==> config.mk <==
export PLATFORM = sky130hd
export DESIGN_NAME = rle_compressor
export DESIGN_NICKNAME = d
export VERILOG_FILES = /design/src/rtl/rle_compressor.sv
export SDC_FILE = /design/constraint.sdc
export NUM_CORES = 1
export LEC_CHECK = 0
export CAP_MARGIN = 20
export CORE_MARGIN = 2
export CORE_UTILIZATION = 60
export DETAILED_ROUTE_END_ITERATION = 10
export DONT_BUFFER_PORTS = 1
export PLACE_DENSITY = 0.74
export SYNTH_ARGS = -nofsm -noshare
export SYNTH_HDL_FRONTEND = slang
export SYNTH_SLANG_ARGS = --single-unit
==> constraint.sdc <==
create_clock -name clk -period 7.9 [get_ports clk]
set_input_delay 1.185 -clock clk [delete_from_list [all_inputs] [get_ports clk]]
set_output_delay 1.185 -clock clk [all_outputs]
set_load 0.03 [all_outputs]
==> src/rtl/rle_compressor.sv <==
// rle_compressor: run-length encodes a 16-bit sample stream into literal and count words.
// Two equal samples in a row are both sent as literals and open a run; further repeats
// are counted and closed by count words (0xffff = 65535 repeats, more to follow).
module rle_compressor (
   input  logic        clk,
   input  logic        rst_n,
   input  logic [15:0] din,
   input  logic        din_strobe,
   input  logic        flush,
   output logic [15:0] dout,
   output logic        dout_strobe,
   output logic        overrun,
   output logic        busy
);

   localparam int unsigned W = 16;
   localparam logic [W-1:0] CNT_WRAP  = W'(16'hfffe);
   localparam logic [W-1:0] CNT_CONT  = W'(16'hffff);

   typedef enum logic [1:0] {IDLE, LIT, RUN} state_t;

   state_t         state, state_n;
   logic [W-1:0]   cnt, cnt_n;
   logic [W-1:0]   last, last_n;
   logic [W-1:0]   hold, hold_n;
   logic           hold_vld, hold_vld_n;
   logic           flush_pend, flush_pend_n;
   logic           prev_acc;
   logic           emit;
   logic [W-1:0]   word;
   logic           accept;
   logic           flush_req;
   logic           flush_apply;

   // A strobe right after an accepted one violates spacing and is dropped.
   assign accept      = din_strobe & ~prev_acc;
   assign flush_req   = flush | flush_pend;
   assign flush_apply = flush_req & ~accept & ~hold_vld;

   // State register.
   always_ff @(posedge clk or negedge rst_n) begin
      if (!rst_n) state <= IDLE;
      else        state <= state_n;
   end

   // Next-state logic.
   always_comb begin
      state_n = state;
      if (accept) begin
         case (state)
            IDLE:    state_n = LIT;
            LIT:     if (din == last) state_n = RUN;
            RUN:     if (din != last) state_n = LIT;
            default: state_n = IDLE;
         endcase
      end else if (flush_apply && state == RUN) begin
         state_n = IDLE;
      end
   end

   // Word selection and datapath updates.
   always_comb begin
      emit         = 1'b0;
      word         = '0;
      cnt_n        = cnt;
      last_n       = last;
      hold_n       = hold;
      hold_vld_n   = 1'b0;
      flush_pend_n = flush_req & ~flush_apply;
      if (accept) begin
         case (state)
            IDLE: begin
               emit   = 1'b1;
               word   = din;
               last_n = din;
            end
            LIT: begin
               emit = 1'b1;
               word = din;
               if (din == last) cnt_n  = '0;
               else             last_n = din;
            end
            RUN: begin
               if (din == last) begin
                  if (cnt == CNT_WRAP) begin
                     emit  = 1'b1;
                     word  = CNT_CONT;
                     cnt_n = '0;
                  end else begin
                     cnt_n = W'(cnt + W'(1));
                  end
               end else begin
                  // Close the run now; the new sample follows one cycle later.
                  emit       = 1'b1;
                  word       = cnt;
                  hold_n     = din;
                  hold_vld_n = 1'b1;
                  last_n     = din;
               end
            end
            default: ;
         endcase
      end else if (hold_vld) begin
         emit = 1'b1;
         word = hold;
      end else if (flush_apply && state == RUN) begin
         emit = 1'b1;
         word = cnt;
      end
   end

   // Datapath and registered outputs.
   always_ff @(posedge clk or negedge rst_n) begin
      if (!rst_n) begin
         cnt         <= '0;
         last        <= '0;
         hold        <= '0;
         hold_vld    <= 1'b0;
         flush_pend  <= 1'b0;
         prev_acc    <= 1'b0;
         dout        <= '0;
         dout_strobe <= 1'b0;
         overrun     <= 1'b0;
         busy        <= 1'b0;
      end else begin
         cnt         <= cnt_n;
         last        <= last_n;
         hold        <= hold_n;
         hold_vld    <= hold_vld_n;
         flush_pend  <= flush_pend_n;
         prev_acc    <= accept;
         dout_strobe <= emit;
         if (emit) dout <= word;
         if (din_strobe && prev_acc) overrun <= 1'b1;
         busy        <= (state_n == RUN) | hold_vld_n | flush_pend_n;
      end
   end

endmodule

After elaboration in Yosys (flattened, before gate mapping)

Cells that the tools add are included.

Output and inout port bits: 19
Register bits: 72
Word-level logic and storage cells: 69

Reduce and logical (&&, ||, !) cells: 10
$add $sub $neg: 1
Eq/ne operators: 9
Bitwise gates (word level): 12
Mux-type cells: 26

Operators by type and width:

| kind                                           | count |
|---|---|
| 2-to-1 mux 16 bit                              | 9 |
| one-hot mux 16 bit (2 select lines)            | 3 |
| adder 16 x 1 -> 16 bit (second input constant) | 1 |
| == test 16 bit                                 | 1 |
| == test 16 bit (second input constant)         | 1 |
| != test 16 bit                                 | 1 |
| 2-to-1 mux 1 bit                               | 8 |
| 2-to-1 mux 2 bit                               | 4 |
| != test 2 bit (second input constant)          | 3 |
| one-hot mux 2 bit (3 select lines)             | 1 |
| AND reduction 3 bit                            | 2 |
| NOT 1 bit                                      | 5 |
| bitwise AND 1 bit                              | 4 |
| == test 2 bit (second input constant)          | 2 |
| AND reduction 4 bit                            | 1 |
| nonzero test 2 bit                             | 2 |
| OR reduction 2 bit                             | 2 |
| OR 1 bit                                       | 3 |
| == test 2 x 1 -> 1 bit (second input constant) | 1 |
| logical AND 1 bit                              | 2 |
| logical NOT 2 bit                              | 1 |
| one-hot mux 1 bit (2 select lines)             | 1 |

Logic depth before layout (Yosys ltp)

Depth after elaboration: 11
Mapped depth: 9
Gate-level depth less buffers: 8

Least setup slack after synthesis

OpenSTA, ideal clock, no wires.

Path kind: input-to-reg
From: in din[15]
To: reg dout[0]
Data required time: 7823 ps
Setup time: 77 ps
Arrival: 2799 ps
Stages: 8
Buffers on the path: 2
Path slack: 5025 ps
Path through: xor2_1 -> nor4_1 -> nand4_1 -> buf_2 -> a211oi_4 -> clkbuf_1 -> a222oi_1 -> o21ai_1

Longest elaborated chain between the ends: 4
Elaborated cells on any way between the ends: 7

RTL lines:

| element                                                                                   | RTL line | source |
|---|---|---|
| start: declaration                                                                        | 7        | `input logic [15:0] din,` |
| == test 16 bit (*)                                                                        | 84       | `if (din == last) begin` |
| 2-to-1 mux 16 bit or 2-to-1 mux 1 bit (tied branches)                                     | 84       |  |
| one-hot mux 16 bit (2 select lines) or one-hot mux 1 bit (2 select lines) (tied branches) | 71       | `case (state)` |
| 2-to-1 mux 16 bit or 2-to-1 mux 1 bit (tied branches)                                     | 70       | `if (accept) begin` |
| end signal: assignment                                                                    | 133      | `if (emit) dout <= word;` |
| end: declaration                                                                          | 10       | `output logic [15:0] dout,` |

Mark *: on every way between the ends. The rest lies on a longest branch, timed or not.
A chain may end at the register's enable or synchronous reset.

Worst setup path in the final report

From: in din[3]
To: reg dout[6]

The elaborated chain is that of the path after synthesis.

==> PnR_summary.wiki <==
{| class="wikitable"
! Metric !! Value
|-
| Power per standard cell area || 271 mW/mm2
|-
| Clock tree from TritonCTS || yes
|-
| Number of routed nets with antenna violations || 0
|-
| Post-route DRC || 0
|-
| First-pass GRT wire length || 13600 um
|-
| Launching element type of the critical path || primary input
|-
| Wirelength, routed || 8410 um
|-
| Count of different cell masters after synthesis || 45
|-
| Clock net sink count || 72
|-
| Path type of the worst setup path || in -> reg
|-
| Fraction of layout cells with a size suffix above 1 || 16.6%
|-
| Fraction of registers with async set or reset after synthesis || 100%
|-
| Post-route minimum period || 3970 ps
|-
| Skew-Pair Late Insertion Delay || 350 ps
|-
| Vias in the first global route || 2669
|-
| Number of warning messages in the yosys log || 0
|-
| Number of buffers inserted during clock tree synthesis || 9
|-
| Unrepaired setup endpoints after global routing || false
|-
| Post-route fraction of the period consumed by the critical path || 50.3%
|-
| Required time worst endpoint || 8130 ps
|-
| Share of synthesized area occupied by flip-flops and latches || 48.4%
|-
| Average detailed-routed wire length per instance || 19.8 um
|-
| Area Growth Syn to Fin || 5.75%
|-
| Net total in the final layout || 371
|-
| Pin count of the biggest net entering global routing || 73
|-
| Worst vdd ir || 0.156 mV
|-
| Met3 wire length || 615 um
|-
| Chip Width || 82.8 um
|-
| Transition time at the pin with the least slew margin || 1010 ps
|-
| Routed metal-1 wire length || 3880 um
|-
| First drt pass iteration count || 5
|-
| Flop-to-flop setup slack || 4340 ps
|-
| Number of hold violations in the final report || 0
|-
| Pleak || 1.77 nW
|-
| Cells traversed along the worst timing path || xor2_1 > nor4_1 > nand4_1 > a211oi_4 > nor2_2 > a221o_1
|-
| Post-layout power || 1.07 mW
|-
| Crit path capture type || flop
|-
| Std-Cell Rows || 28
|-
| Arrival time worst endpoint || 4200 ps
|-
| Max Clock Skew || 7.93 ps
|-
| DPL Wire Length || 5670 um
|-
| Die ar. || 0.00685 mm2
|-
| Core area || 0.00596 mm2
|-
| Count of endpoints failing setup in the final report || 0
|-
| CTS Hold Bufs || 0
|-
| Total of cells resized after clock tree synthesis || 0
|-
| Gate Count Post-Synth || 355
|-
| CP peak stage delay || 1010 ps
|-
| Combined buffer and inverter count along the critical path || 0
|-
| #FFs+latches synth || 72
|-
| H-tree level count || 3
|-
| Run status || complete, no violations
|-
| Uppermost signal routing layer after detailed routing || met4
|-
| Hold Slack || 521 ps
|-
| Vertical extent of the die || 82.8 um
|-
| Grt ovf || 0
|-
| IO buf count || 0
|-
| Global Route Usage Sum || 27.1%
|-
| Setup TNS Final || 0 ps
|-
| DR vias || 2814
|-
| Total of max-cap violations || 0
|-
| Post-CTS setup buffers || 0
|-
| Number of nets in the synthesized netlist || 382
|-
| EDFF count, synth || 0
|-
| 1st-iter DRT viols || 409
|-
| Worst relative slew slack || 32.7%
|-
| Post-synthesis instance area || 0.00372 mm2
|-
| FILL cells || 462
|-
| Number of vias per cell || 6.64
|-
| Number of ports placed on the die boundary || 39
|-
| Largest fanout on the critical path || 23
|-
| Detailed-routed wire length on met2 || 3770 um
|-
| Worst hold-check path type || in -> async
|-
| Crit path setup slack, layout || 3930 ps
|-
| Slowest cell on crit path || sky130_fd_sc_hd__a211oi_4
|-
| Synth Area per Inst || 10.5 um2
|-
| Clock-pin slew of the registers on the worst-case setup and hold paths || 80 ps
|-
| Setup WS pre-CTS || 3580 ps
|-
| CTS Root Buffer Type || sky130_fd_sc_hd__clkbuf_8
|-
| Global placement routability congestion || 0.853
|-
| Most instantiated flip-flop cell in the synthesis netlist || sky130_fd_sc_hd__dfrtp_1
|-
| Initial Utilization || 62.5%
|-
| Largest delay share family, worst path || simple AND/OR/NAND/NOR gates
|-
| Number of pins with negative max-slew slack in the final report || 0
|-
| Maximum number of buffers from clock root to sink || 2
|-
| Number of antenna violations at the first check in global routing || 0
|-
| Antenna diodes || 0
|-
| Maximum clock frequency || 252 MHz
|}
## flip-flops by register name, summed over array words and instances (netlist names)
signal	flops
prev_acc	1
last	16
cnt	16
hold	16
state	2
hold_vld	1
flush_pend	1
dout	16
dout_strobe	1
overrun	1
busy	1
## cell usage after synthesis (4+ instances only)
cell type / count / area share [%]
sky130_fd_sc_hd__buf_2: 7 / 0.94
sky130_fd_sc_hd__o31ai_1: 10 / 2.0
sky130_fd_sc_hd__a21oi_1: 4 / 0.54
sky130_fd_sc_hd__nand2_1: 27 / 2.7
sky130_fd_sc_hd__ha_1: 7 / 2.4
sky130_fd_sc_hd__nor4_1: 4 / 0.67
sky130_fd_sc_hd__mux2_2: 32 / 9.7
sky130_fd_sc_hd__xor2_1: 16 / 3.8
sky130_fd_sc_hd__nor2_1: 8 / 0.81
sky130_fd_sc_hd__clkbuf_1: 12 / 1.2
sky130_fd_sc_hd__nor2b_1: 8 / 1.3
sky130_fd_sc_hd__a222oi_1: 9 / 2.4
sky130_fd_sc_hd__a221o_1: 7 / 1.9
sky130_fd_sc_hd__buf_1: 5 / 0.50
sky130_fd_sc_hd__nand2b_1: 5 / 0.84
sky130_fd_sc_hd__a22o_1: 7 / 1.6
sky130_fd_sc_hd__and3_1: 14 / 2.4
sky130_fd_sc_hd__o21ai_0: 18 / 2.4
sky130_fd_sc_hd__nand3_1: 35 / 4.7
sky130_fd_sc_hd__inv_1: 7 / 0.71
sky130_fd_sc_hd__dfrtp_1: 72 / 48
sky130_fd_sc_hd__o21ai_1: 9 / 1.2
## cells in the final DEF, fill, tap and decap left out, drive strengths merged, types with 8 or more instances in the layout
cell / netlist / final
clkbuf: 12 / 11
and3: 14 / 14
o31ai: 10 / 10
dfrtp: 72 / 72
nand3: 35 / 35
o21ai: 27 / 27
xor2: 16 / 16
nor2b: 8 / 8
nand2: 27 / 27
a222oi: 9 / 9
nor2: 9 / 9
mux2: 32 / 32
## cell families after synthesis
logic type	share of synthesized area [%]
AOI/OAI and AO/OA	15.7
xor gates and xnor gates	3.76
muxes	9.95
adders and majority gates	2.35
DFF	48.4
buffers and inverters	4.07
and+or+nand+nor	15.8
## stage by stage
stage                     cell area [um2]  utilization (%)  std cells
after detailed placement             3730             62.6        408
final                                3940             66.1        424
after global routing                 3940             66.1        424
after global placement               3730             62.6        408
after floorplan                      3720                -        355
after CTS                            3940             66.1        424
## per-layer routing
metal	track usage, %	up-vias
met4	10.3	0
li1	-	1281
met2	39.7	125
met3	6.85	15
met5	0	-
met1	38.7	1393
## final timing paths
check,from,end,depth (start not counted)
worst max-delay path,din[3],dout[6],6
worst min-delay path,rst_n,cnt[11],0
worst max register to register,last[3],dout[6],6
worst min register to register,hold[5],hold[5],1
max in group asynchronous,rst_n,dout[4],0
min in group clk,hold[5],hold[5],1
## final cells by class
type | instances | area, um2 | area share (%)
flip-flops and latches | 72 | 1800 | 45.8
multi-input cells | 249 | 1770 | 45.1
clock buffers | 11 | 151 | 3.85
well taps | 75 | 93.8 | 2.38
clock inverters | 5 | 55.1 | 1.40
repair buffers | 4 | 30.0 | 0.763
inverters | 8 | 30.0 | 0.763
## report_power, final
| part | leakage, nW | internal (mW) | switching (mW) | total (mW) |
|---|---|---|---|---|
| clock | 0.101 | 0.162 | 0.144 | 0.306 |
| sequential | 0.928 | 0.448 | 0.126 | 0.573 |
| combinational | 0.738 | 0.104 | 0.0828 | 0.187 |
| total | 1.77 | 0.713 | 0.353 | 1.07 |
(Power assumes the default switching activity.)
